==> src/rtl/seq_game_pkg.sv <==
// seq_game_pkg: shared types and helpers for the memory-sequence game controller.
//   state_e         - controller state encoding (binary, 3 bits)
//   ShowEnDec/ClrDec/BusyDec - per-state output decode, one bit per state value
//   timeout_secs()  - answer time for a round given the latched difficulty level
package seq_game_pkg;

    typedef enum logic [2:0] {
        StIdle   = 3'd0,
        StShow   = 3'd1,
        StWaitIn = 3'd2,
        StCheck  = 3'd3,
        StNext   = 3'd4,
        StWin    = 3'd5,
        StLose   = 3'd6
    } state_e;

    // Bit n of each mask is the output value while the state encoding equals n.
    localparam logic [7:0] ShowEnDec = 8'b0000_0010;
    localparam logic [7:0] ClrDec    = 8'b0000_0001;
    localparam logic [7:0] BusyDec   = 8'b0001_1110;

    // Each difficulty step halves the answer time; never drop below one second.
    function automatic int unsigned timeout_secs(input int unsigned play_secs,
                                                 input logic [1:0]  level);
        int unsigned t;
        t = play_secs >> level;
        return (t == 0) ? 1 : t;
    endfunction

endpackage

==> src/rtl/seq_game_ctrl_if.sv <==
// seq_game_ctrl_if: key/datapath-facing signal bundle of the game controller.
//   master: the controller (drives sequencing outputs, reads keys and compare result)
//   slave : the board/datapath side
//   enter, level, match             - key confirm pulse, difficulty, datapath compare
//   seq_idx, round, show_en, ld_user,
//   clr, secs_left, busy, win, lose - controller outputs
interface seq_game_ctrl_if #(
    parameter int unsigned IDX_W = 4,
    parameter int unsigned SEC_W = 4
);
    logic             enter;
    logic [1:0]       level;
    logic             match;
    logic [IDX_W-1:0] seq_idx;
    logic [IDX_W-1:0] round;
    logic             show_en;
    logic             ld_user;
    logic             clr;
    logic [SEC_W-1:0] secs_left;
    logic             busy;
    logic             win;
    logic             lose;

    modport master (
        input  enter, level, match,
        output seq_idx, round, show_en, ld_user, clr, secs_left, busy, win, lose
    );

    modport slave (
        output enter, level, match,
        input  seq_idx, round, show_en, ld_user, clr, secs_left, busy, win, lose
    );
endinterface

==> src/rtl/seq_tick_gen.sv <==
// seq_tick_gen: one-second prescaler for the answer countdown.
//   i_clk   - system clock
//   i_rst_n - synchronous active-low reset
//   i_clr   - synchronous clear; counter restarts from 0 on the next edge
//   o_tick  - high for one cycle while the counter sits at TICK_DIV-1
module seq_tick_gen #(
    parameter int unsigned TICK_DIV = 50_000_000
) (
    input  logic i_clk,
    input  logic i_rst_n,
    input  logic i_clr,
    output logic o_tick
);
    localparam int unsigned CntW = (TICK_DIV > 1) ? $clog2(TICK_DIV) : 1;

    logic [CntW-1:0] r_cnt;
    logic [CntW-1:0] w_cnt_nxt;
    logic            w_wrap;

    assign w_wrap = (r_cnt == CntW'(TICK_DIV - 1));
    assign o_tick = w_wrap;

    always_comb begin
        w_cnt_nxt = r_cnt + CntW'(1);
        if (i_clr || w_wrap) begin
            w_cnt_nxt = '0;
        end
    end

    always_ff @(posedge i_clk) begin
        if (!i_rst_n) begin
            r_cnt <= '0;
        end else begin
            r_cnt <= w_cnt_nxt;
        end
    end
endmodule

==> src/rtl/seq_game_ctrl.sv <==
// seq_game_ctrl: control unit for the memory-sequence game.
// Shows the stored pattern item by item, collects the user's entries against a per-round
// countdown, and reports win or lose.
//   CLOCK_50 - system clock
//   reset    - synchronous active-low reset, returns to IDLE
//   bus      - seq_game_ctrl_if.master: enter/level/match in; seq_idx, round, show_en,
//              ld_user, clr, secs_left, busy, win, lose out
module seq_game_ctrl
    import seq_game_pkg::*;
#(
    parameter int unsigned ROUNDS    = 16,
    parameter int unsigned SHOW_CYC  = 25_000_000,
    parameter int unsigned TICK_DIV  = 50_000_000,
    parameter int unsigned PLAY_SECS = 15,
    parameter int unsigned IDX_W     = $clog2(ROUNDS),
    parameter int unsigned SEC_W     = $clog2(PLAY_SECS + 1)
) (
    input logic               CLOCK_50,
    input logic               reset,
    seq_game_ctrl_if.master   bus
);
    localparam int unsigned HoldW = (SHOW_CYC > 1) ? $clog2(SHOW_CYC) : 1;

    state_e           r_state;
    state_e           w_state_nxt;
    logic [HoldW-1:0] r_hold;
    logic [HoldW-1:0] w_hold_nxt;
    logic [IDX_W-1:0] r_seq_idx;
    logic [IDX_W-1:0] w_seq_idx_nxt;
    logic [IDX_W-1:0] r_round;
    logic [IDX_W-1:0] w_round_nxt;
    logic [SEC_W-1:0] r_secs;
    logic [SEC_W-1:0] w_secs_nxt;
    logic [1:0]       r_level;
    logic [1:0]       w_level_nxt;
    logic             r_show_en;
    logic             r_clr;
    logic             r_busy;
    logic             r_win;
    logic             r_lose;

    logic             w_tick;
    logic             w_tick_clr;
    logic [SEC_W-1:0] w_timeout;
    logic             w_last_item;

    seq_tick_gen #(
        .TICK_DIV (TICK_DIV)
    ) u_tick_gen (
        .i_clk   (CLOCK_50),
        .i_rst_n (reset),
        .i_clr   (w_tick_clr),
        .o_tick  (w_tick)
    );

    assign w_timeout   = SEC_W'(timeout_secs(PLAY_SECS, r_level));
    assign w_last_item = (r_seq_idx == r_round);

    always_comb begin
        w_state_nxt   = r_state;
        w_hold_nxt    = r_hold;
        w_seq_idx_nxt = r_seq_idx;
        w_round_nxt   = r_round;
        w_secs_nxt    = r_secs;
        w_level_nxt   = r_level;
        w_tick_clr    = 1'b0;

        unique case (r_state)
            StIdle: begin
                if (bus.enter) begin
                    w_level_nxt   = bus.level;
                    w_round_nxt   = '0;
                    w_seq_idx_nxt = '0;
                    w_hold_nxt    = '0;
                    w_state_nxt   = StShow;
                end
            end
            StShow: begin
                if (r_hold == HoldW'(SHOW_CYC - 1)) begin
                    w_hold_nxt = '0;
                    if (w_last_item) begin
                        // Restart the prescaler so the first second is a full TICK_DIV.
                        w_seq_idx_nxt = '0;
                        w_secs_nxt    = w_timeout;
                        w_tick_clr    = 1'b1;
                        w_state_nxt   = StWaitIn;
                    end else begin
                        w_seq_idx_nxt = r_seq_idx + IDX_W'(1);
                    end
                end else begin
                    w_hold_nxt = r_hold + HoldW'(1);
                end
            end
            StWaitIn: begin
                if (w_tick && (r_secs != '0)) begin
                    w_secs_nxt = r_secs - SEC_W'(1);
                end
                // Enter has priority over expiry. A zero count can also be carried back in
                // from CHECK when the last second ran out on the enter cycle.
                if (bus.enter) begin
                    w_state_nxt = StCheck;
                end else if ((r_secs == '0) || (w_tick && (r_secs == SEC_W'(1)))) begin
                    w_state_nxt = StLose;
                end
            end
            StCheck: begin
                if (!bus.match) begin
                    w_state_nxt = StLose;
                end else if (w_last_item) begin
                    w_state_nxt = StNext;
                end else begin
                    w_seq_idx_nxt = r_seq_idx + IDX_W'(1);
                    w_state_nxt   = StWaitIn;
                end
            end
            StNext: begin
                if (r_round == IDX_W'(ROUNDS - 1)) begin
                    w_state_nxt = StWin;
                end else begin
                    w_round_nxt   = r_round + IDX_W'(1);
                    w_seq_idx_nxt = '0;
                    w_hold_nxt    = '0;
                    w_state_nxt   = StShow;
                end
            end
            StWin, StLose: begin
                if (bus.enter) begin
                    w_state_nxt = StIdle;
                end
            end
            default: begin
                w_state_nxt = StIdle;
            end
        endcase
    end

    always_ff @(posedge CLOCK_50) begin
        if (!reset) begin
            r_state   <= StIdle;
            r_hold    <= '0;
            r_seq_idx <= '0;
            r_round   <= '0;
            r_secs    <= '0;
            r_level   <= '0;
            r_show_en <= 1'b0;
            r_clr     <= 1'b1;
            r_busy    <= 1'b0;
            r_win     <= 1'b0;
            r_lose    <= 1'b0;
        end else begin
            r_state   <= w_state_nxt;
            r_hold    <= w_hold_nxt;
            r_seq_idx <= w_seq_idx_nxt;
            r_round   <= w_round_nxt;
            r_secs    <= w_secs_nxt;
            r_level   <= w_level_nxt;
            // Flags are decoded from the next state so they line up with the state register.
            r_show_en <= ShowEnDec[w_state_nxt];
            r_clr     <= ClrDec[w_state_nxt];
            r_busy    <= BusyDec[w_state_nxt];
            r_win     <= (w_state_nxt == StWin);
            r_lose    <= (w_state_nxt == StLose);
        end
    end

    // Combinational so the datapath captures the switches in the enter cycle itself.
    assign bus.ld_user   = (r_state == StWaitIn) && bus.enter;
    assign bus.seq_idx   = r_seq_idx;
    assign bus.round     = r_round;
    assign bus.secs_left = r_secs;
    assign bus.show_en   = r_show_en;
    assign bus.clr       = r_clr;
    assign bus.busy      = r_busy;
    assign bus.win       = r_win;
    assign bus.lose      = r_lose;
endmodule

==> src/flat_wrapper.sv <==
// flat-port wrapper written by rule: the top's interface ports become plain ports
module seq_game_ctrl_flat import seq_game_pkg::*;
#(
    parameter int unsigned ROUNDS    = 16,
    parameter int unsigned SHOW_CYC  = 25_000_000,
    parameter int unsigned TICK_DIV  = 50_000_000,
    parameter int unsigned PLAY_SECS = 15,
    parameter int unsigned IDX_W     = $clog2(ROUNDS),
    parameter int unsigned SEC_W     = $clog2(PLAY_SECS + 1)
)
  (CLOCK_50, reset, bus_enter, bus_level, bus_match, bus_seq_idx, bus_round, bus_show_en, bus_ld_user, bus_clr, bus_secs_left, bus_busy, bus_win, bus_lose);
  seq_game_ctrl_if #(.IDX_W(IDX_W), .SEC_W(SEC_W)) bus_i ();
  input logic CLOCK_50;
  input logic reset;
  input wire logic [$bits(bus_i.enter)-1:0] bus_enter;
  input wire logic [$bits(bus_i.level)-1:0] bus_level;
  input wire logic [$bits(bus_i.match)-1:0] bus_match;
  output wire logic [$bits(bus_i.seq_idx)-1:0] bus_seq_idx;
  output wire logic [$bits(bus_i.round)-1:0] bus_round;
  output wire logic [$bits(bus_i.show_en)-1:0] bus_show_en;
  output wire logic [$bits(bus_i.ld_user)-1:0] bus_ld_user;
  output wire logic [$bits(bus_i.clr)-1:0] bus_clr;
  output wire logic [$bits(bus_i.secs_left)-1:0] bus_secs_left;
  output wire logic [$bits(bus_i.busy)-1:0] bus_busy;
  output wire logic [$bits(bus_i.win)-1:0] bus_win;
  output wire logic [$bits(bus_i.lose)-1:0] bus_lose;
  assign bus_i.enter = bus_enter;
  assign bus_i.level = bus_level;
  assign bus_i.match = bus_match;
  assign bus_seq_idx = bus_i.seq_idx;
  assign bus_round = bus_i.round;
  assign bus_show_en = bus_i.show_en;
  assign bus_ld_user = bus_i.ld_user;
  assign bus_clr = bus_i.clr;
  assign bus_secs_left = bus_i.secs_left;
  assign bus_busy = bus_i.busy;
  assign bus_win = bus_i.win;
  assign bus_lose = bus_i.lose;
  seq_game_ctrl #(.ROUNDS(ROUNDS), .SHOW_CYC(SHOW_CYC), .TICK_DIV(TICK_DIV), .PLAY_SECS(PLAY_SECS), .IDX_W(IDX_W), .SEC_W(SEC_W)) u_core (.CLOCK_50(CLOCK_50), .reset(reset), .bus(bus_i));
endmodule
==> config.mk <==
export PLATFORM = sky130hd
export DESIGN_NAME = seq_game_ctrl_flat
export DESIGN_NICKNAME = d
export VERILOG_FILES = /design/src/rtl/seq_game_pkg.sv /design/src/rtl/seq_game_ctrl_if.sv /design/src/rtl/seq_tick_gen.sv /design/src/rtl/seq_game_ctrl.sv /design/src/flat_wrapper.sv
export SDC_FILE = /design/constraint.sdc
export NUM_CORES = 1
export LEC_CHECK = 0
export CAP_MARGIN = 30
export CORE_ASPECT_RATIO = 1.75
export CORE_MARGIN = 2
export CORE_UTILIZATION = 63
export CTS_CLUSTER_SIZE = 28
export DETAILED_ROUTE_END_ITERATION = 10
export MAX_ROUTING_LAYER = met4
export PLACE_DENSITY = 0.84
export RECOVER_POWER = 100
export SLEW_MARGIN = 0
export SYNTH_ARGS = -nofsm -noshare
export SYNTH_HDL_FRONTEND = slang
export SYNTH_SLANG_ARGS = --single-unit
==> constraint.sdc <==
create_clock -name CLOCK_50 -period 4.3 [get_ports CLOCK_50]
set_clock_uncertainty 0.2 [all_clocks]
set_input_delay 0.43 -clock CLOCK_50 [delete_from_list [all_inputs] [get_ports CLOCK_50]]
set_output_delay 0.43 -clock CLOCK_50 [all_outputs]
set_load 0.03 [all_outputs]
# Word-level counts from Yosys, hierarchy flattened
# Memory sizes are Yosys's and may differ from the RTL's. A register that Yosys moved wholly into a read port is not among the register bits.
# Index checks and enable logic that the tools add are counted.
# W data, S select, Z words.
[op_classes] n_addsub=5 eq_ne=20 shift=1 n_mux=31 bitwise_logic=1 n_reduce_logical=23
[ops] operator="$mux W25" count=3
[ops] operator="$pmux W25 S3" count=1
[ops] operator="$mux W4" count=11
[ops] operator="$logic_not A32 Y1" count=1
[ops] operator="$shr A4 B2 Y32 const A" count=1
[ops] operator="$mux W3" count=9
[ops] operator="$add A26 B1 Y26 const B" count=1
[ops] operator="$eq A26 B26 Y1 const B" count=1
[ops] operator="$add A25 B1 Y25 const B" count=1
[ops] operator="$eq A25 B25 Y1 const B" count=1
[ops] operator="$pmux W3 S6" count=1
[ops] operator="$pmux W4 S2" count=2
[ops] operator="$pmux W4 S4" count=1
[ops] operator="$eq A3 B3 Y1 const B" count=5
[ops] operator="$add A4 B1 Y4 const B" count=2
[ops] operator="$ne A2 B2 Y1 const B" count=4
[ops] operator="$reduce_bool A4 Y1" count=2
[ops] operator="$eq A3 B2 Y1 const B" count=2
[ops] operator="$ne A2 B1 Y1 const B" count=3
[ops] operator="$reduce_and A3 Y1" count=2
[ops] operator="$reduce_and A6 Y1" count=1
[ops] operator="$eq A4 B1 Y1 const B" count=1
[ops] operator="$eq A4 B4 Y1" count=1
[ops] operator="$eq A4 B4 Y1 const B" count=1
[ops] operator="other kinds (14)" count=23
[word_totals] regBits=70 rom_bits=24 wordCells=93 n_memories=3
[memory_table] name="(name not given)" depth=8 width=1 read_ports=1 rd_ports_with_merged_regs=1 wr=0 line_no="seq_game_ctrl.sv:158" text="r_show_en <= ShowEnDec[w_state_nxt];"
[memory_table] name="(name not given)" depth=8 width=1 read_ports=1 rd_ports_with_merged_regs=1 wr=0 line_no="seq_game_ctrl.sv:159" text="r_clr <= ClrDec[w_state_nxt];"
[memory_table] name="(name not given)" depth=8 width=1 read_ports=1 rd_ports_with_merged_regs=1 wr=0 line_no="seq_game_ctrl.sv:160" text="r_busy <= BusyDec[w_state_nxt];"

# Depth between registers and ports, before layout
# Gate-level depths: netlist (run 1).
[logic_depth] depth_word=7 depth_mapped=9 mapped_depth_nobuf=8

# By module
# A second synthesis (run 1) with hierarchy kept.
[unflattened] cells_unflattened=449 hier_area_um2=3781.1
[modules_own_cells] module="seq_game_ctrl" instances=1 cells_each=299 area_each_um2=2506.2 seq_area_each_um2=940.9
[modules_own_cells] module="seq_tick_gen" instances=1 cells_each=150 area_each_um2=1275.0 seq_area_each_um2=520.5

# Least setup slack after synthesis (run 1)
# Ideal clock, no wire load.
[synth_timing] kind="register to register" startpoint="register u_core.r_round[0] (netlist: u_core.bus.round[0])" endpoint="register u_core.r_hold[24]" setup_ns=0.071 t_arrival_ns=2.184 required_ns=4.029 path_slack_ns=1.846 stages_incl_launch_ff=7 period_less_slack_ns=2.454 cell_sequence="dfxtp_1 -> ha_1 -> a31o_4 -> a2111oi_4 -> nand3_2 -> or3_1 -> a21oi_1"
[synth_via] elab_chain_len=3
[synth_rtl] item="start, declared" line_no="seq_game_ctrl.sv:30" text="logic [IDX_W-1:0] r_round;"
[synth_rtl] item="start signal, assigned" line_no="seq_game_ctrl.sv:154" text="r_round <= w_round_nxt;"
[synth_rtl] item="$eq A4 B4 Y1" line_no="seq_game_ctrl.sv:117" text="if (r_round == IDX_W'(ROUNDS - 1)) begin"
[synth_rtl] item="$ne A2 B2 Y1 (no source line)"
[synth_rtl] item="$reduce_and A3 Y1 (no source line)"
[synth_rtl] item="end signal, assigned" line_no="seq_game_ctrl.sv:152" text="r_hold <= w_hold_nxt;"
[synth_rtl] item="end, declared" line_no="seq_game_ctrl.sv:26" text="logic [HoldW-1:0] r_hold;"
# No other way between the ends.
# A chain may end at the register's enable or synchronous reset.

# Worst setup path after layout (run 1)
[layout_timing] startpoint="register u_core.r_state[1]" endpoint="output port bus_ld_user"
[layout_via] elab_chain_len=2
[layout_rtl] item="start, declared" line_no="seq_game_ctrl.sv:24" text="state_e r_state;"
[layout_rtl] item="start signal, assigned" line_no="seq_game_ctrl.sv:139" text="r_state <= StIdle;"
[layout_rtl] item="start signal, assigned" line_no="seq_game_ctrl.sv:151" text="r_state <= w_state_nxt;"
[layout_rtl] item="$eq A3 B2 Y1" line_no="seq_game_ctrl.sv:167" text="assign bus.ld_user = (r_state == StWaitIn) && bus.enter;"
[layout_rtl] item="$logic_and A1 B1 Y1" line_no="seq_game_ctrl.sv:167"
[layout_rtl] item="end, declared" line_no="flat_wrapper.sv:21" text="output wire logic [$bits(bus_i.ld_user)-1:0] bus_ld_user;"
# No other way between the ends.

==> results.env, run 1 <==
TIMING.REG2REG.WORST_PATH_DEPTH=5
DR.PASS1.ITERS=4
SYN_AVG_CELL_AREA_SQ_UM=8.57
IOS=24
SYNTH_COMPOUND_GATE_AREA_SHARE=0.112
MAX-CLOCK-PATH-BUFFERS=2
CTS_ROOT_BUF='clkbuf_8'
CTS_TREE='built'
FINALWEIGHTEDCONGESTION=0.910
PORT_BUFFERS=23
GATE_COUNT_AFTER_TECHNOLOGY_MAPPING=429
STATIC-LEAKAGE-POWER_nW=1.47
CELLS_TAKING_THE_MOST_AREA_AFTER_SYNTHESIS='dfxtp_1 (40%), xor2_1 (7.6%), nor2_1 (6.4%)'
NUMCTSBUFFERS=9
POWER_DENSITY_nW_PER_UM2=302
VIA_PER_INST=5.85
SYNTH_ENABLE_FLOP_CELLS=0
COMBINATIONAL_FAMILY_WITH_THE_MOST_AREA_AFTER_SYNTHESIS='simple AND/OR/NAND/NOR gates'
SYNTH_NETS=442
CORE_AREA_SQ_UM=5590
HOLD-WORST-SLACK_NS=0.279
ROUTE.ANTENNA.REMAINING_NETS=0
FINALSETUPVIOLCOUNT=0
WORST_SETUP_PATH_END_KIND='primary output'
MIN_CYCLE_TIME_LAYOUT_NS=3.39
WORST-PATH-MAX-FANOUT=18
NETLIST.AREA_LEADER.SHARE=0.398
CLOCK_TREE.HTREE_LEVEL_COUNT=3
SYN_TO_LAYOUT_AREA_DELTA_PCT=11.5
FINALCOREUTILIZATION=0.734
YOSYS-MUX-AREA-FRACTION=0.00817
GRT_FIRST_PASS_WIRELENGTH_UM=12700
LAYOUT_COMMON_CELLS='dfxtp_1 (73), nor2_1 (63), nand2_1 (34)'
SYNTH.DISTINCT_CELLS=54
CTS_POST_SETUP_BUFFERS_INSERTED=0
RUN_STATUS='complete, no violations'
CTSRESIZECOUNT=0
GRT_MAX_DEGREE=27
DRT_DRC_VIOLATIONS_LEFT=0
FILLCELLCOUNT=486
SYNTH-SEQ-CELLS=73
INITIAL_CORE_UTIL=0.658
FMAXACHIEVABLE_GHz=0.295
RR_STARTPOINT='u_core.r_state[1]'
GLOBALROUTEOVERFLOWTOTAL=0
NUMBER_OF_HOLD_REPAIR_BUFFERS_ADDED_AT_THE_CTS_STAGE=0
SYNTHSIMPLEGATEAREAFRAC=0.317
FINALHOLDVIOLCOUNT=0
MULTI_INPUT_COMB_AREA_SQ_UM=2100
SYNTH_TOP_AREA_CELL='dfxtp_1'
DRT-WIRELENGTH-PER-CELL_UM=14.6
HOLD_PATH_CLASS='flip-flop to flip-flop'
VIA_COUNT_OF_THE_FIRST_GLOBAL_ROUTING_PASS=2943
GLOBALROUTETOTALUTIL=0.266
SYNTH_FF_TYPE='dfxtp_1'
PEAKVDDDROP_V=0.000219
SYNTHXORXNORAREAFRAC=0.117
MIN_PERIOD_OVER_PERIOD=0.789
SYNTHESIS.AREA_SQ_UM=3680
WIRELENGTH_UM=7720
ASYNCSETRESETFLOPFRACSYNTH=0
RELSLEWSLACK=0.288
INSERTION_DELAY_NS=0.36
CRITICAL_PATH_ORIGIN='u_core.r_state[1]'
FIN_SETUP_TNS_NS=0
FLOORPLAN.DIE_AREA_SQ_UM=6490
FF_LATCH_AREA_SQ_UM=1460
LAYOUT_COMMONEST_CELL='dfxtp_1'
TIMING.CRITICAL_PATH.TO='bus_ld_user'
CRITICAL_PATH.STARTPOINT_TYPE='flip-flop'
DRIVE_GT1_FRAC=0.0419
CLK_PIN_SLEW_WORST_PATHS_NS=0.07
SETUP_REPAIR_AFTER_GLOBAL_ROUTING_MISSED_ITS_MARGIN='false'
PATH_CLASS='flip-flop to primary output'
FLOORPLAN.ROWS=36
DETAILED_PLACE.AREA_SQ_UM=3950
FINAL-MAX-SLEW-VIOLATION-COUNT=0
REGTOREGSETUPSLACK_NS=1.27
ANTENNA_DIODE_COUNT=0
GRT_ANTENNA_BEFORE_REPAIR=0
ROUTED-VIA-COUNT=3101
DETAILEDPLACEMENTHPWL_UM=5690
CHIPWIDTH_UM=61.7
DIE_HEIGHT_UM=105
CLKSINKCOUNT=73
POST_SYNTH_FA_HA_MAJ_AREA_FRACTION=0.0238
YS.WARNINGS.COUNT=0
R2R-END='u_core.bus.secs_left[3]'
CRITPATHREQUIREDTIME_NS=3.67
NNETSFINAL=462
DRT-INITIAL-DRC-COUNT=124
MAX_SLEW.WORST_PIN.SLEW_NS=1.07
SYNTH-SEQ-AREA-SHARE=0.398
FINAL_DESIGN_AREA_NO_FILL_SQ_UM=4100
MAXCAPVIOLATIONS=0
CP_DATA_ARRIVAL_TIME_NS=2.76
stage by stage:
step,total power [mW],setup WS (ns),cells
6_report,1.24,0.907,530
5_1_grt,1.28,0.807,530
4_1_cts,1.25,1.20,530
3_5_place_dp,0.771,1.49,514
3_3_place_gp,0.769,1.50,514
2_1_floorplan,0.751,1.85,429
cells by family after synthesis:
family / after synthesis
buffers and inverters: 23
muxes: 3
and+or+nand+nor: 219
adders and majority gates: 7
xor gates and xnor gates: 49
AOI/OAI and AO/OA: 55
DFF: 73
flip-flops by register name (all words and copies together), names as in the netlist:
name and count:
u_core.bus.busy 1, u_core.bus.lose 1, u_core.bus.show_en 1, u_core.u_tick_gen.r_cnt 26, u_core.r_level 2, u_core.bus.seq_idx 4
u_core.r_state 3, u_core.bus.secs_left 4, u_core.bus.clr 1, u_core.r_hold 25, u_core.bus.round 4, u_core.bus.win 1
routing by layer:
metal / up-vias / routed length, um / global-route usage
met5: - / 0 / -
met4: 0 / 197 / 0.117
met3: 16 / 257 / 0.0594
met2: 57 / 4270 / 0.468
met1: 1451 / 2990 / 0.261
li1: 1577 / - / -
worst min-delay path by stage:
stage / start / endpoint / depth (start not counted)
finish: u_core.u_tick_gen.r_cnt[0] / u_core.u_tick_gen.r_cnt[0] / 1
global route: u_core.r_level[0] / u_core.r_level[0] / 2
CTS: u_core.u_tick_gen.r_cnt[0] / u_core.u_tick_gen.r_cnt[0] / 1
detailed placement: u_core.u_tick_gen.r_cnt[0] / u_core.u_tick_gen.r_cnt[0] / 1
global placement: u_core.u_tick_gen.r_cnt[0] / u_core.u_tick_gen.r_cnt[0] / 1
floorplan: u_core.u_tick_gen.r_cnt[0] / u_core.u_tick_gen.r_cnt[0] / 1
power breakdown:
| part | internal (mW) | switching (mW) | total, mW |
|---|---|---|---|
| clock | 0.238 | 0.245 | 0.483 |
| combinational | 0.0222 | 0.0398 | 0.0620 |
| sequential | 0.683 | 0.00835 | 0.692 |
cell usage after synthesis (all sizes together), types with 2 or more instances:
| library cell | count |
|---|---|
| nor4 | 8 |
| nand2 | 34 |
| a211o | 2 |
| nor3b | 6 |
| nand2b | 5 |
| or3 | 4 |
| nor2 | 63 |
| a2111oi | 4 |
| a32oi | 2 |
| nor4bb | 2 |
| nor2b | 2 |
| buf | 7 |
| or4 | 2 |
| a211oi | 6 |
| a31oi | 2 |
| inv | 7 |
| o21ai | 12 |
| a21oi | 13 |
| nor3 | 8 |
| nand3 | 33 |
| and4 | 9 |
| and4b | 2 |
| mux2i | 3 |
| o22ai | 3 |
| clkbuf | 8 |
| dfxtp | 73 |
| and2 | 8 |
| ha | 7 |
| nand4 | 18 |
| and3 | 13 |
| a31o | 3 |
| xnor2 | 17 |
| xor2 | 32 |
layout make-up:
class                           count  share of cell area
Multi-Input combinational cell    333               0.513
Sequential cell                    73               0.357
Timing Repair Buffer               24              0.0571
Clock buffer                       13              0.0388
Tap cell                           76              0.0232
Inverter                            8             0.00733
Clock inverter                      3             0.00366
worst max-delay path, stage by stage (launching register included):
cell           delay [ns]
dfxtp_1              0.75
nor3b_1              0.69
and2_1               0.22
dlygate4sd3_1        0.75
(Power assumes the default switching activity.)
==> run 2, diff against run 1 <==
--- a/config.mk
+++ b/config.mk
@@ -8,11 +8,11 @@
 export CAP_MARGIN = 30
 export CORE_ASPECT_RATIO = 1.75
 export CORE_MARGIN = 2
-export CORE_UTILIZATION = 63
+export CORE_UTILIZATION = 53
 export CTS_CLUSTER_SIZE = 28
 export DETAILED_ROUTE_END_ITERATION = 10
 export MAX_ROUTING_LAYER = met4
-export PLACE_DENSITY = 0.84
+export PLACE_DENSITY = 0.76
 export RECOVER_POWER = 100
 export SLEW_MARGIN = 0
 export SYNTH_ARGS = -nofsm -noshare
==> constraint.sdc (replaced) <==
create_clock -name CLOCK_50 -period 2.8 [get_ports CLOCK_50]
set_clock_uncertainty 0.2 [all_clocks]
set_input_delay 0.28 -clock CLOCK_50 [delete_from_list [all_inputs] [get_ports CLOCK_50]]
set_output_delay 0.28 -clock CLOCK_50 [all_outputs]
set_load 0.03 [all_outputs]
==> results.env, run 2 (synthesis gave the netlist of run 1 again) <==
FINALWEIGHTEDCONGESTION=0.888  # was 0.910
RUN_STATUS='complete, no violations'  # unchanged
POWER_SWITCHING_uW=545  # was 293 uW
CORE_AREA_SQ_UM=6810  # was 5590 sq um
FLOORPLAN.ROWS=40  # was 36
GLOBALROUTETOTALUTIL=0.248  # was 0.266
VIA_PER_INST=5.91  # was 5.85
NUMBER_OF_FLIP_FLOPS_UNDER_THE_LARGEST_REGISTER_NAME=26  # unchanged
FIN_SETUP_TNS_NS=0  # unchanged
CRITICAL_PATH.CELL_CHAIN='nor3b_2, and2_0, clkdlybuf4s50_1'  # was nor3b_1, and2_1, dlygate4sd3_1
CLK_PIN_SLEW_WORST_PATHS_NS=0.06  # was 0.07 ns
POWER_DENSITY_nW_PER_UM2=521  # was 302 nW/um^2
ANTENNA_DIODE_COUNT=0  # unchanged
DRT_DRC_VIOLATIONS_LEFT=0  # unchanged
SWITCHING_SHARE_OF_POWER=0.243  # was 0.237
FINALSETUPVIOLCOUNT=0  # unchanged
MAXCAPVIOLATIONS=0  # unchanged
FMAXACHIEVABLE_GHz=0.379
ROUTE.ANTENNA.REMAINING_NETS=0  # unchanged
HOLD_PATH_CLASS='flip-flop to flip-flop'  # unchanged
REGMOSTFLOPS='u_core.u_tick_gen.r_cnt'  # unchanged
LAYOUT_COMMONEST_CELL='dfxtp_1'  # unchanged
POWER_FRAC_COMB=0.045  # was 0.050
CRITPATHREQUIREDTIME_NS=2.32  # was 3.67 ns
P_SEQ_FRAC=0.474  # was 0.559
CHIPWIDTH_UM=67.0  # was 61.7 um
CP_DATA_ARRIVAL_TIME_NS=2.16  # was 2.76 ns
LAYOUT_COMMON_CELLS='dfxtp_1 (73), nor2_1 (63), nand2_1 (34)'  # unchanged
DRT-INITIAL-DRC-COUNT=169  # was 124
P_INT_mW=1.69  # was 944 uW
MAX-CLOCK-PATH-BUFFERS=2  # unchanged
DRT-WIRELENGTH-PER-CELL_UM=15.3  # was 14.6 um
REGTOREGSETUPSLACK_NS=0.28  # was 1.27 ns
DIE_HEIGHT_UM=114  # was 105 um
WIRELENGTH_UM=8390  # was 7720 um
FLOORPLAN.DIE_AREA_SQ_UM=7640  # was 6490 sq um
WORST_SETUP_PATH_END_KIND='primary output'  # unchanged
ROUTED-VIA-COUNT=3241  # was 3101
CTSRESIZECOUNT=0  # unchanged
SYN_TO_LAYOUT_AREA_DELTA_PCT=16.8  # was 11.5%
NUMCTSBUFFERS=9  # unchanged
GRT_ANTENNA_BEFORE_REPAIR=0  # unchanged
FINALHOLDVIOLCOUNT=0  # unchanged
CLOCK_TREE.HTREE_LEVEL_COUNT=3  # unchanged
FINAL-MAX-SLEW-VIOLATION-COUNT=0  # unchanged
STATIC-LEAKAGE-POWER_nW=1.56  # was 1.47 nW
CTS_ROOT_BUF='clkbuf_16'  # was clkbuf_8
RELSLEWSLACK=0.431  # was 0.288
GRT_MAX_DEGREE=27  # unchanged
NNETSFINAL=472  # was 462
DETAILEDPLACEMENTHPWL_UM=6100  # was 5690 um
DRIVE_GT1_FRAC=0.0711  # was 0.0419
SETUP_REPAIR_AFTER_GLOBAL_ROUTING_MISSED_ITS_MARGIN='false'  # unchanged
GRT_FIRST_PASS_WIRELENGTH_UM=14400  # was 12700 um
MIN_PERIOD_OVER_PERIOD=0.941
MIN_CYCLE_TIME_LAYOUT_NS=2.64
WORST-PATH-MAX-FANOUT=15  # was 18
BIGGESTREGSBYFLOPS='u_core.u_tick_gen.r_cnt (26), u_core.r_hold (25)'  # unchanged
CRITICAL_PATH.STARTPOINT_TYPE='flip-flop'  # unchanged
FILLCELLCOUNT=605  # was 486
INSERTION_DELAY_NS=0.34  # was 0.36 ns
DR.PASS1.ITERS=8  # was 4
IOS=24  # unchanged
INITIAL_CORE_UTIL=0.540  # was 0.658
TIMING.CRITICAL_PATH.SLOWEST_STAGE_CELL='clkdlybuf4s50_1'  # was dfxtp_1
MAX_SLEW.WORST_PIN.SLEW_NS=0.853  # was 1.07 ns
CTS_POST_SETUP_BUFFERS_INSERTED=0  # unchanged
WORST_PATH_LARGEST_CELL_DELAY_NS=0.67  # was 0.75 ns
CTS_TREE='built'  # unchanged
GLOBALROUTEOVERFLOWTOTAL=0  # unchanged
VIA_COUNT_OF_THE_FIRST_GLOBAL_ROUTING_PASS=3226  # was 2943
PORT_BUFFERS=23  # unchanged
FF_LATCH_AREA_SQ_UM=1460  # unchanged
NUMBER_OF_HOLD_REPAIR_BUFFERS_ADDED_AT_THE_CTS_STAGE=0  # unchanged
CLKSINKCOUNT=73  # unchanged
HOLD-WORST-SLACK_NS=0.264  # was 0.279 ns
MULTI_INPUT_COMB_AREA_SQ_UM=2110  # was 2100 sq um
PATH_CLASS='flip-flop to primary output'  # unchanged
POWER_FRAC_CLOCK=0.480  # was 0.391
PEAKVDDDROP_V=0.000337  # was 0.000219 V
==> run 2: cell type report <==
cell class	instances	area share
clock buffers	9	0.0524
repair buffers	34	0.0708
inverters	8	0.00699
multi-input cells	333	0.492
well taps	84	0.0245
flip-flops and latches	73	0.340
clock inverters	7	0.0125
==> run 2: metal layers <==
layer / GRT usage / part of all wire / wire, um / up-vias
li1: - / - / - / 1591
met1: 0.249 / 0.39 / 3250 / 1558
met2: 0.441 / 0.56 / 4660 / 76
met3: 0.0511 / 0.030 / 248 / 16
met4: 0.121 / 0.029 / 240 / 0
met5: - / 0 / 0 / -
==> run 2: power by group through the flow <==
stage | Clock, mW | Sequential [mW] | Combinational [mW]
after detailed placement | 0 | 1.09 | 0.104
after floorplan | 0 | 1.09 | 0.0656
after CTS | 1.09 | 1.06 | 0.105
final | 1.08 | 1.06 | 0.102
after global routing | 1.13 | 1.06 | 0.113
after global placement | 0 | 1.09 | 0.102
==> run 2: metrics by stage <==
step	setup WS, ns	power [mW]	util	std cells	cell area [sq um]
6_report	0.164	2.24	0.631	548	4290
5_1_grt	0.0537	2.30	0.631	548	4290
3_3_place_gp	0.395	1.19	0.592	532	4030
3_5_place_dp	0.356	1.19	0.592	532	4030
4_1_cts	0.173	2.26	0.633	548	4310
2_1_floorplan	0.346	1.15	-	429	3680
==> run 2: final timing paths <==
check                        startpoint                          to  depth (start not counted)
max                   u_core.r_state[0]                 bus_ld_user                          3
min          u_core.u_tick_gen.r_cnt[0]  u_core.u_tick_gen.r_cnt[0]                          1
max reg2reg           u_core.r_state[0]     u_core.bus.secs_left[3]                          5
min reg2reg  u_core.u_tick_gen.r_cnt[0]  u_core.u_tick_gen.r_cnt[0]                          1
==> run 2: critical path: cells and delay by family, from the launching register on <==
family | cells | cell delay [ns]
buffers and inverters | 1 | 0.67
flip-flops | 1 | 0.47
AND/OR/NAND/NOR | 2 | 0.68
==> run 3, diff against run 2 <==
--- a/config.mk
+++ b/config.mk
@@ -14,7 +14,7 @@
 export MAX_ROUTING_LAYER = met4
 export PLACE_DENSITY = 0.76
 export RECOVER_POWER = 100
-export SLEW_MARGIN = 0
+export SLEW_MARGIN = 20
 export SYNTH_ARGS = -nofsm -noshare
 export SYNTH_HDL_FRONTEND = slang
 export SYNTH_SLANG_ARGS = --single-unit
==> results of run 3 <==
The final DEF is identical to that of run 2; final timing and power are the same.
==> variant 1: new RTL, config.mk and constraints of run 3 <==
Reset style: asynchronous (`i_rst_n` and `reset`), changed in 2 clocked blocks. Comments in the files are not updated.
--- a/src/rtl/seq_tick_gen.sv
+++ b/src/rtl/seq_tick_gen.sv
@@ -27,7 +27,7 @@
         end
     end
 
-    always_ff @(posedge i_clk) begin
+    always_ff @(posedge i_clk or negedge i_rst_n) begin
         if (!i_rst_n) begin
             r_cnt <= '0;
         end else begin
--- a/src/rtl/seq_game_ctrl.sv
+++ b/src/rtl/seq_game_ctrl.sv
@@ -134,7 +134,7 @@
         endcase
     end
 
-    always_ff @(posedge CLOCK_50) begin
+    always_ff @(posedge CLOCK_50 or negedge reset) begin
         if (!reset) begin
             r_state   <= StIdle;
             r_hold    <= '0;
Function: differs if reset is asserted again (counterexample within 4 cycles, from zero or initial values and one cycle with reset low); with reset held inactive, the same outputs for 10 cycles.
==> variant 1 against run 3 <==
  * The flow now finishes with violations (capacitance limit, slew limit)
  * Via count up 6.0%
  * Sequential cell count unchanged
  * Setup slack worse by 0.035 ns
  * First-iteration DRC count up 82%
  * Final area up 11%
  * Core utilization down 0.14 points
  * Die area up 12%
  * Synthesized area up 13%
  * Wire length up 11%
  * Cell count up 2.9%
  * Critical endpoint unchanged
Power is not compared: it rests on default switching activity, and its combinational part moved more than twofold at a synthesized area within 25%.
==> variant 1: results (changes against run 3) <==
Non-Filler Instances -> 564 (+2.9%)
total number of vias -> 3436 (+6.0%)
ranking of synthesized cells by area -> dfrtp_1 (43%), nor2_1 (5.5%), xor2_1 (4.6%)
Starting DRT DRC Count -> 308 (+82%)
Routed WL -> 9310 um (+11%)
layout cells sized above 1 -> 6.30% (-0.81 points)
placed cell count -> 547 (+2.8%)
MaxCap Viol Count -> 1 (+1)
Post-synth top cells -> dfrtp_1 (72), nor2_1 (61), nand2_1 (43)
met1 Track Usage GR -> 26.7% (+1.8 points)
Final Net Count -> 483 (+2.3%)
WP data arrival -> 2.19 ns (+0.03 ns)
Post-synth ARST share -> 100% (+100 points)
outcome -> finished, violations left
register area share after synthesis -> 44.0% (+4.3 points)
met2 GRT Util -> 41.3% (-2.8 points)
crit-path max FO -> 17 (+2)
largest net degree at the start of global routing -> 42 (+56%)
peak supply drop -> 0.442 mV
first-pass GRT wire length -> 16000 um (+12%)
Netlist cell types -> 63 (+17%)
HPWL after DPL -> 6570 um (+7.7%)
Total GRT Usage -> 24.1% (-0.70 points)
number of global-route vias before repair -> 3453 (+7.0%)
Hold Path Class -> in2reg
Slew headroom -> -22.9% (-66 points)
Post-Syn Instances -> 447 (+4.2%)
Post-Syn Nets -> 459 (+3.8%)
failing checks -> capacitance limit, slew limit
Slew Viols, Final -> 33 (+33)
met3 Usage GRT -> 4.32% (-0.79 points)
-- variant 1: cell count changes in the layout (fill, tap and decap cells not counted), moves of 8 or more --
cell / change
xor2_1: -10
and3_1: -8
dfxtp_1: -73
dfrtp_1: +72
nand2_1: +9
a31oi_1: +13
-- variant 1: area by class of cell --
cell class / instances / area (um2) / area share, %
multi-input cells: 344 / 2150 / 45.1
clock inverters: 2 / 60.1 / 1.26
flip-flops and latches: 73 / 1830 / 38.4
repair buffers: 31 / 308 / 6.46
clock buffers: 14 / 264 / 5.54
inverters: 12 / 45.0 / 0.946
well taps: 88 / 110 / 2.31
-- variant 1: through the flow --
step,setup WS [ns],cell area (um2)
after floorplan,0.492,4150
after global placement,0.340,4450
after detailed placement,0.278,4450
after CTS,0.128,4780
after global routing,0.00958,4760
final,0.129,4760
-- variant 1: timing repair --
item | CTS | global route
buffers inserted | 0 | 0
endpoints found under the hold margin | 32 | 0
hold buffers | 1 | 0
-- variant 1: logic make-up after synthesis --
| family | Yosys count | synth area share, % |
|---|---|---|
| and+or+nand+nor | 223 | 29.0 |
| DFF | 73 | 44.0 |
| AOI/OAI and AO/OA | 70 | 11.3 |
| xor gates and xnor gates | 38 | 8.01 |
| buffers and inverters | 30 | 4.04 |
| muxes | 7 | 1.75 |
| adders and majority gates | 6 | 1.81 |
-- variant 1: critical path: cells and delay by family, from the launching register on --
family	cells	cell delay [ns]
and+or+nand+nor	2	0.64
buffers and inverters	1	0.67
DFF	1	0.54
-- variant 1: routing by layer --
metal / part of all wire [%] / wire, um
met5: 0 / 0
met4: 3.1 / 284
met3: 2.9 / 271
met2: 53 / 4950
met1: 41 / 3800
-- variant 1: path summary, 6_finish.rpt --
kind / from / end / depth (start not counted)
worst max-delay path: u_core.r_state[2] / bus_ld_user / 3
worst min-delay path: bus_level[0] / u_core.r_level[0] / 3
worst max register to register: u_core.r_hold[0] / u_core.u_tick_gen.r_cnt[25] / 7
worst min register to register: u_core.r_level[0] / u_core.r_level[0] / 2
max in group asynchronous: reset / u_core.u_tick_gen.r_cnt[22] / 2
min in group asynchronous: reset / u_core.r_hold[13] / 2
-- variant 1: power breakdown --
part	internal, W	switching (W)	leakage, nW
combinational	0.000473	0.000776	0.937
sequential	0.00123	0.000232	0.979
clock	0.000830	0.000420	0.157
total	0.00253	0.00143	2.07
==> variant 2: new RTL, flow settings as in run 3 <==
Made on the original files. `ROUNDS` is set to 16 in 2 places; all go to 8.
--- a/src/rtl/seq_game_ctrl.sv
+++ b/src/rtl/seq_game_ctrl.sv
@@ -8,7 +8,7 @@
 module seq_game_ctrl
     import seq_game_pkg::*;
 #(
-    parameter int unsigned ROUNDS    = 16,
+    parameter int unsigned ROUNDS    = 8,
     parameter int unsigned SHOW_CYC  = 25_000_000,
     parameter int unsigned TICK_DIV  = 50_000_000,
     parameter int unsigned PLAY_SECS = 15,
--- a/src/flat_wrapper.sv
+++ b/src/flat_wrapper.sv
@@ -1,7 +1,7 @@
 // flat-port wrapper written by rule: the top's interface ports become plain ports
 module seq_game_ctrl_flat import seq_game_pkg::*;
 #(
-    parameter int unsigned ROUNDS    = 16,
+    parameter int unsigned ROUNDS    = 8,
     parameter int unsigned SHOW_CYC  = 25_000_000,
     parameter int unsigned TICK_DIV  = 50_000_000,
     parameter int unsigned PLAY_SECS = 15,
Ports: changed (resized bus_round and bus_seq_idx); port bits go from 24 to 22. The function was not compared with the original's and may differ.
==> variant 2 against run 3 <==
  * Power increased by 0.68%
  * Wire length decreased by 5.5%
  * Non-clock buffer count increased by 8
  * Combinational power decreased by 5%
  * Hold slack improved by 0.0042 ns
  * Setup slack improved by 0.0076 ns
  * Die area decreased by 1.5%
  * Sequential cell count decreased by 2
  * Final area decreased by 0.50%
  * Synthesized area decreased by 1.6%
  * Critical path type unchanged
  * Critical endpoint unchanged
  * Largest power group unchanged
  * Highest routed layer unchanged
==> variant 2: results (changes against run 3) <==
outcome -> completed
CP peak stage delay -> 0.73 ns (+0.06 ns)
area of the multi-input gates -> 0.00207 mm2 (-2.2%)
HPWL after DPL -> 5770 um (-5.3%)
area delta synth->final -> 18.1%
Final Net Count -> 473 (+0.21%)
total number of vias -> 3114 (-3.9%)
Post-synth top cells -> nor2_1 (73), dfxtp_1 (71), xor2_1 (36)
Routed WL per cell -> 14.5 um (-5.2%)
Core Area -> 0.00659 mm2 (-3.2%)
Total GRT Usage -> 23.9% (-0.89 points)
layout cells sized above 1 -> 9.27% (+2.2 points)
combinational power -> 0.0000969 W (-5%)
crit-path max FO -> 13 (-2)
Leakage -> 1.65 nW (+5.8%)
P_sw -> 0.000483 W (-11%)
sequential cell area -> 0.00142 mm2 (-2.7%)
crit path max-delay cell type -> dlygate4sd3_1
Worst Hold Launch -> u_core.u_tick_gen.r_cnt[0]
ClkCell Share -> 6.82% (+0.33 points)
placed cell count -> 530 (-0.38%)
Post-Syn Nets -> 436 (-1.4%)
CLK BUF -> 12 (+3)
Post-DP Area -> 0.00400 mm2 (-0.71%)
Non-Filler Instances -> 546 (-0.36%)
f_max -> 0.380 GHz (+0.29%)
peak supply drop -> 0.425 mV (+26%)
buffering overhead -> 8.35% (+1.3 points)
Seq cells post-synth -> 71 (-2.7%)
DRT met1 WL -> 3090 um (-4.7%)
R2R depth -> 7 (+2)
Multi-In Gates -> 326 (-2.1%)
Place WS -> 0.268 ns (-0.0881 ns)
Hold Path Class -> reg2reg
sequential power share -> 45.9% (-1.5 points)
inverter count -> 9 (+1)
met3 Usage GRT -> 6.16% (+1.0 points)
Post-Syn Instances -> 422 (-1.6%)
Final Wtd Congestion -> 0.912 (+2.8%)
WHS Path Cells -> 1 (unchanged)
FF-to-FF setup slack -> 0.26 ns (-0.02 ns)
PortBufs -> 21 (-8.7%)
Starting DRT DRC Count -> 210 (+24%)
Non-clk bufs -> 42 (+24%)
post-CTS sizing -> 0 (unchanged)
Setup crit start -> u_core.r_state[1]
Pre-antenna DRT Iters -> 4 (-4)
register area share after synthesis -> 39.3% (-0.47 points)
Max Used Layer -> met4
routed wl met3 -> 238 um (-4.0%)
first-pass GRT wire length -> 13600 um (-5.4%)
met2 GRT Util -> 41.7% (-2.5 points)
ranking of synthesized cells by area -> dfxtp_1 (39%), xor2_1 (8.7%), nor2_1 (7.6%)
Final Hold Slack -> 0.268 ns (+0.00423 ns)
WL met2 -> 4370 um (-6.2%)
variant 2: cell types whose count changed in the layout (fill, tap and decap cells not counted), moves of 4 or more:
cell,run 3,this run
a211oi_1,6,2
buf_4,8,17
nand3_1,32,20
nand4_1,18,26
xor2_1,32,36
nand2_1,34,26
nor2_1,63,74
clkbuf_1,1,5
and2_1,4,10
variant 2: kinds of logic after synthesis:
logic type | synth area share (%)
AOI/OAI and AO/OA | 8.40
xor gates and xnor gates | 12.1
adders and majority gates | 2.77
buffers and inverters | 3.35
DFF | 39.3
muxes | 1.11
and+or+nand+nor | 33.0
variant 2: critical path: cells and delay by family, from the launching register on:
| kind | cells | cell delay, ns |
|---|---|---|
| buffers and inverters | 2 | 0.90 |
| AND/OR/NAND/NOR | 2 | 0.35 |
| flip-flops | 1 | 0.57 |
